<file path="config.mk">
export PLATFORM = sky130hd
export DESIGN_NAME = spi_master_ctrl
export DESIGN_NICKNAME = d
export VERILOG_FILES = /design/src/rtl/spi_pkg.sv /design/src/rtl/spi_phase_tick.sv /design/src/rtl/spi_master_ctrl.sv
export SDC_FILE = /design/constraint.sdc
export NUM_CORES = 1
export LEC_CHECK = 0
export ABC_AREA = 1
export CAP_MARGIN = 10
export CORE_UTILIZATION = 40
export DETAILED_ROUTE_END_ITERATION = 8
export GPL_TIMING_DRIVEN = 0
export PLACE_DENSITY_LB_ADDON = 0.15
export SYNTH_ARGS = -nofsm -noshare
export SYNTH_HDL_FRONTEND = slang
export SYNTH_SLANG_ARGS = --single-unit
</file>
<file path="constraint.sdc">
create_clock -name clk -period 2.2 [get_ports clk]
set_clock_uncertainty 0.15 [all_clocks]
set_input_delay 0.66 -clock clk [delete_from_list [all_inputs] [get_ports clk]]
set_output_delay 0.66 -clock clk [all_outputs]
set_load 0.05 [all_outputs]
</file>
<file path="src/rtl/spi_pkg.sv">
// Shared state encoding and sizing constants for the SPI master controller.
package spi_pkg;

    localparam int DATA_W       = 8;
    localparam int SHIFT_PHASES = 16;
    localparam int XFER_PHASES  = 19;
    localparam int CS_MAX       = 16;
    localparam int SEL_W        = $clog2(CS_MAX);

    typedef enum logic [2:0] {
        FLUSH,
        IDLE,
        SETUP,
        SHIFT,
        DESEL,
        COMMIT,
        DONE
    } state_t;

endpackage

</file>
<file path="src/rtl/spi_phase_tick.sv">
// Phase timer: one-cycle tick at the end of every CLK_DIV-cycle phase.
module spi_phase_tick #(
    parameter int CLK_DIV = 2
) (
    input  logic clk,
    input  logic rst,
    input  logic en,
    input  logic clr,
    output logic tick
);

    localparam int CW = (CLK_DIV > 1) ? $clog2(CLK_DIV) : 1;
    localparam logic [CW-1:0] LAST = CW'(CLK_DIV - 1);

    logic [CW-1:0] cnt;

    assign tick = en && !clr && (cnt == LAST);

    always_ff @(posedge clk) begin
        if (rst || clr) begin
            cnt <= '0;
        end else if (en) begin
            cnt <= tick ? '0 : cnt + 1'b1;
        end
    end

endmodule

</file>
<file path="src/rtl/spi_master_ctrl.sv">
// 8-bit SPI transfer sequencer: flush, select, shift, deselect, commit pulse.
module spi_master_ctrl
    import spi_pkg::*;
#(
    parameter int CLK_DIV    = 2,
    parameter int NUM_SLAVES = 4
) (
    input  logic                  clk,
    input  logic                  rst,
    input  logic                  req_valid,
    output logic                  req_ready,
    input  logic [SEL_W-1:0]      req_sel,
    input  logic [DATA_W-1:0]     req_data,
    output logic                  rsp_valid,
    output logic [DATA_W-1:0]     rsp_data,
    output logic                  rsp_err,
    output logic                  sclk,
    output logic                  mosi,
    input  logic                  miso,
    output logic [NUM_SLAVES-1:0] cs_n
);

    localparam int PH_W = $clog2(SHIFT_PHASES);
    localparam logic [PH_W-1:0] PH_LAST = PH_W'(SHIFT_PHASES - 1);

    state_t              state, state_nxt;
    logic [PH_W-1:0]     ph, ph_nxt;
    logic [SEL_W-1:0]    sel_q, sel_nxt;
    logic [DATA_W-1:0]   data_q, data_nxt;
    logic [DATA_W-1:0]   rx_q, rx_nxt;
    logic                armed;
    logic                tick;
    logic                drive;
    logic                sel_bad;
    logic                sclk_d;
    logic                mosi_d;
    logic [NUM_SLAVES-1:0] cs_d;

    // Holds the phase counter for the first post-reset cycle so FLUSH gets a full phase.
    spi_phase_tick #(
        .CLK_DIV(CLK_DIV)
    ) u_tick (
        .clk (clk),
        .rst (rst),
        .en  (armed),
        .clr (state == IDLE || state == DONE),
        .tick(tick)
    );

    assign sel_bad = int'(sel_q) >= NUM_SLAVES;

    always_comb begin
        state_nxt = state;
        ph_nxt    = ph;
        sel_nxt   = sel_q;
        data_nxt  = data_q;
        rx_nxt    = rx_q;
        unique case (state)
            FLUSH: begin
                if (tick) begin
                    if (ph[0]) begin
                        state_nxt = IDLE;
                        ph_nxt    = '0;
                    end else begin
                        ph_nxt = ph + 1'b1;
                    end
                end
            end
            IDLE: begin
                if (req_valid) begin
                    state_nxt = SETUP;
                    ph_nxt    = '0;
                    sel_nxt   = req_sel;
                    data_nxt  = req_data;
                end
            end
            SETUP: begin
                if (tick) begin
                    state_nxt = SHIFT;
                    ph_nxt    = '0;
                end
            end
            SHIFT: begin
                // ph[0]=0 is the high half; its end is the falling edge.
                if (tick) begin
                    if (!ph[0]) begin
                        rx_nxt[ph[PH_W-1:1]] = miso;
                    end
                    if (ph == PH_LAST) begin
                        state_nxt = DESEL;
                        ph_nxt    = '0;
                    end else begin
                        ph_nxt = ph + 1'b1;
                    end
                end
            end
            DESEL: begin
                if (tick) begin
                    state_nxt = COMMIT;
                end
            end
            COMMIT: begin
                if (tick) begin
                    state_nxt = DONE;
                end
            end
            DONE: begin
                state_nxt = IDLE;
            end
            default: begin
                state_nxt = FLUSH;
                ph_nxt    = '0;
            end
        endcase
    end

    // Pin values are decoded from the next state and registered, so they glitch-free track state.
    always_comb begin
        drive  = (state_nxt == SETUP) || (state_nxt == SHIFT);
        sclk_d = ((state_nxt == FLUSH || state_nxt == SHIFT) && !ph_nxt[0])
                 || (state_nxt == COMMIT);
        mosi_d = drive && data_nxt[ph_nxt[PH_W-1:1]];
        cs_d   = '1;
        for (int i = 0; i < NUM_SLAVES; i++) begin
            if (drive && sel_nxt == SEL_W'(i)) begin
                cs_d[i] = 1'b0;
            end
        end
    end

    always_ff @(posedge clk) begin
        if (rst) begin
            state     <= FLUSH;
            ph        <= '0;
            sel_q     <= '0;
            data_q    <= '0;
            rx_q      <= '0;
            armed     <= 1'b0;
            req_ready <= 1'b0;
            rsp_valid <= 1'b0;
            rsp_data  <= '0;
            rsp_err   <= 1'b0;
            sclk      <= 1'b0;
            mosi      <= 1'b0;
            cs_n      <= '1;
        end else begin
            state     <= state_nxt;
            ph        <= ph_nxt;
            sel_q     <= sel_nxt;
            data_q    <= data_nxt;
            rx_q      <= rx_nxt;
            armed     <= 1'b1;
            req_ready <= (state_nxt == IDLE);
            rsp_valid <= (state_nxt == DONE);
            if (state_nxt == DONE) begin
                rsp_data <= rx_nxt;
                rsp_err  <= sel_bad;
            end
            sclk      <= sclk_d;
            mosi      <= mosi_d;
            cs_n      <= cs_d;
        end
    end

endmodule

</file>
# After elaboration in Yosys (flattened, before gate mapping)
# Cells that the tools add are included.
# totals
word_cells	89
mem_bits_ro	0
output_inout_bits	17
register_bits	46
inputBits	16
memories	0
latch_bits	0
mem_bits_rw	0
# op_classes
n_shift	0
n_addsub	2
n_eq_ne	15
muxes	34
mul	0
bitwise_logic	0
div	0
magnitude_cmp	4
n_reduce_logical	20
# ops
op	count
$mux 8	5
$mux 4	8
$mux 3	8
$pmux 3 s7	1
$pmux 4 s5	1
$eq 3x3->1 const B	5
$eq 3x2->1 const B	4
$logic_and 1x1->1	9
$bwmux 8	1
$eq 4x2->1 const B	2
$lt 3x4->1 const B	2
$mux 1	8
$eq 3x1->1 const B	2
$logic_not 3->1	2
$logic_or 1x1->1	5
$add 4x1->4 const B	1
$eq 4x1->1 const B	1
$eq 4x4->1 const B	1
$ge 4x3->1 const B	1
$logic_not 4->1	1
$bmux 1 s3	1
$demux 1 s3	1
$ge 3x1->1 const B	1
$reduce_or 3->1	1
other kinds (2)	3

# Depth between registers and ports, before layout
# depth
depth_word	11
ltp_mapped	15
ltp_nobuf	15

# Cells and area by module
# From an unflattened synthesis, not the netlist that was laid out.
# unflattened
cells_unflattened	303
hier_area_um2	2208.4
# modules_own_cells
mod	cells_each	seq_area_each_um2	instances	area_per_inst_um2
spi_master_ctrl	296	900.9	1	2163.3
spi_phase_tick	7	20.0	1	45.0

# Worst setup path after synthesis
# No wires, ideal clock.
# synth_timing
path_type	input-to-reg
start	input port req_valid
end	register cs_n[1]
path_slack_ps	340
setup_time_ps	131
stages	6
required_ps	1919
path_buffers	1
t_arrival_ps	1579
cell_sequence	nand4_2 > buf_2 > o21ai_0 > inv_1 > nor3_1 > nand3_1
# synth_via
elab_chain_len	6
elab_cells_between_ends	10
cone_classes	3 x eq/ne; 5 x mux; 2 x reduce/logical
# synth_rtl
element	line	source
start, declared	spi_master_ctrl.sv:10	input logic req_valid,
$mux 3	spi_master_ctrl.sv:70	if (req_valid) begin
$pmux 3 s7	spi_master_ctrl.sv:58	unique case (state)
$eq 3x2->1	spi_master_ctrl.sv:119	drive = (state_nxt == SETUP) || (state_nxt == SHIFT);
$logic_or 1x1->1	spi_master_ctrl.sv:119	
$logic_and 1x1->1 *	spi_master_ctrl.sv:125	if (drive && sel_nxt == SEL_W'(i)) begin
$mux 1 *	spi_master_ctrl.sv:125	
end signal, assigned	spi_master_ctrl.sv:161	cs_n <= cs_d;
end, declared	spi_master_ctrl.sv:20	output logic [NUM_SLAVES-1:0] cs_n
# Every way passes the cells marked *; elsewhere a longest branch is shown, timed or not.
# A chain may end at the register's enable or synchronous reset.

# Worst setup path in the final report
# layout_timing
start	register rsp_data[6]
end	output port rsp_data[6]
# layout_lines
element	line	source
start, declared	spi_master_ctrl.sv:15	output logic [DATA_W-1:0] rsp_data,
start signal, assigned	spi_master_ctrl.sv:156	rsp_data <= rx_nxt;
# No word-level cell between the ends.

==> flow_summary.ini <==
[yosys]
syn_area_per_cell_um2 = 6.93
ys_seq_area_share_pct = 40.8
synth_fa_ha_area_share_pct = 1.66
synth_edf_count = 0
ys.warnings.count = 0
synth_common_cells = 55 x inv_1, 53 x nand2_1, 52 x nor2_1
synth_area_mm2 = 0.00226
synthArstFlopShare_pct = 0
yosys-mux-area-fraction_pct = 0.941
synth-xor-area-share_pct = 0
synth_top_family_by_area = simple AND/OR/NAND/NOR gates
synth-compound-area-share_pct = 9.63
yosysMostFrequentCell = inv_1
synth-seq-cells = 46
synthDistinctLibCells = 30
netlist_instances = 326
synth_fp_nets = 345
synth_top_area_share_pct = 40.8
synthFlopType = dfxtp_1
synth_area_leader_cell = dfxtp_1
synth_simple_gate_area_share_pct = 34.7
synth_area_leaders = dfxtp_1 41%, inv_1 9.1%, nand2_1 8.8%

[sta]
drv_slew = 0
rsz0062_at_grt = false
hold_viol = 0
setup_viol = 0
whs_ns = 0.336
layout_min_cycle_time_ns = 1.97
tns_ns = 0
slew-limit-headroom_pct = 62.3
max_freq_mhz = 507
finalCritPeriodShare_pct = 89.6
worst_pin_slew_ns = 0.561

[placed_design]
place_hpwl_mm = 3.73
gp_congestion = 0.859
port_buffers = 30

[drt]
drc = 0
vias_per_cell = 4.67
firstDrtPassIters = 4
drt_iter0_drc = 132
routedWlPerCell_um = 11.2
vias = 2034
wl_mm = 4.90
final_antenna_net_count = 0

[setup_path]
critPathMaxStageDelay_ns = 0.52
cp_data_required_time_ns = 1.39
crit_type = flop to primary output
cp.depth = 1
cp_top_family = buffers and inverters
startpoint_type = flop
r2r_slack_ns = 0.24
crit_chain = dlygate4sd2_1
worst-path-buf-inv = 1
cp-end-kind = primary output
crit_slowest_cell = dlygate4sd2_1
cp.arrival_ns = 1.16
crit_fanout = 2
ff2ff_path_depth = 11

[pwr]
total_power_uw = 1650
ir_drop_uv = 310
power_density_mw_per_mm2 = 594
total_leakage_power_uw = 0.00124

[min_path]
holdPathStages = 2
hp-class = flop to flop

[clock_network]
htreeDepth = 2
clk_pin_slew_ns = 0.09
clock_latency_ns = 0.30
tritoncts = built
ctsHoldBuffers = 0
max-clock-path-buffers = 2
cts_made_buffers = 5
clock-sinks = 46
cts-root-buf = clkbuf_8
cts_setup_buffers = 0

[global_routing]
use_met1_pct = 25.9
antenna_found_initial = 0
grt.busiest_layer = met2
track_usage_pct = 18.5
grt_first_pass_wirelength_mm = 8.74
grt_use_met2_pct = 27.8
grtUsageMet3_pct = 3.93
grt_pass1_vias = 1914
grt_overflow = 0
grt_start_max_net_pins = 16

[floorplanning]
start_util_pct = 41.3
die_area_mm2 = 0.00595
die_y_um = 77.2
die_w_um = 77.2
core_area_mm2 = 0.00547
io_pins = 33
num_rows = 27

[job]
max_cap_viol_count = 0

[finish]
nNetsFinal = 382
postLayoutCoreUtil_pct = 50.7
area_growth_pct = 22.8
diodes = 0
drive_above_1_share_pct = 11.8

[run_status]
status = completed
[power by group]
part	switching, uW	leakage, uW	internal (uW)
clock	294	0.0000585	341
combinational	98.4	0.000809	59.8
sequential	12.6	0.000373	844
total	405	0.00124	1240
[kinds of logic after synthesis]
| family | Yosys count |
|---|---|
| DFF | 46 |
| AOI/OAI and AO/OA | 41 |
| muxes | 2 |
| and+or+nand+nor | 162 |
| adders and majority gates | 3 |
| buffers and inverters | 72 |
[stage by stage]
step                worst slack [ns]  area (um2)  instances
floorplan                      0.340        2260        326
global placement              -0.444        2650        428
detailed placement            -0.447        2650        428
CTS                            0.129        2760        436
global route                  0.0110        2780        436
finish                         0.229        2780        436
[timing repair]
action / in CTS / in global routing
gates cloned: 0 / 0
pin swaps: 0 / 0
endpoints found under the setup margin: 22 / 4
gates resized for setup: 23 / 5
[state kept, by name (all words and copies together) (netlist names)]
register,count
sclk,1
ph,4
sel_q,4
cs_n,4
rx_q,8
u_tick.cnt,1
mosi,1
armed,1
rsp_data,8
state,3
req_ready,1
rsp_valid,1
data_q,8
rsp_err,1
[cell type report]
cell class / instances / area (um2)
Clock inverter: 3 / 43.8
Tap cell: 72 / 90.1
Clock buffer: 5 / 68.8
Buffer: 9 / 42.5
Fill cell: 584 / 2700
Multi-Input combinational cell: 208 / 1090
Inverter: 63 / 239
Sequential cell: 46 / 925
Timing Repair Buffer: 30 / 278
[routing by layer]
| layer | share of wire [%] | up-vias |
|---|---|---|
| met3 | 3.3 | 7 |
| met5 | 0 | - |
| met2 | 44 | 26 |
| met1 | 51 | 898 |
| li1 | - | 1103 |
| met4 | 1.7 | 0 |
[final timing paths]
check	from	end
setup / recovery	rsp_data[6]	rsp_data[6]
hold / removal	armed	u_tick.cnt
setup reg to reg	state[0]	sclk
hold reg to reg	armed	u_tick.cnt
[cells in the final DEF, fill, tap and decap left out, types with 4 or more instances in the layout]
cell type	n
o21ai_0	14
clkbuf_1	6
nor3_1	7
inv_1	55
a21oi_1	18
dlygate4sd2_1	18
nand3_1	24
clkbuf_8	5
inv_2	7
clkdlybuf4s50_1	12
nand4_1	8
nand3_4	4
nor2_1	52
nor3_2	5
dfxtp_1	43
o21ai_1	5
nand2_1	52
No activity file was read; power rests on OpenSTA's default activity.
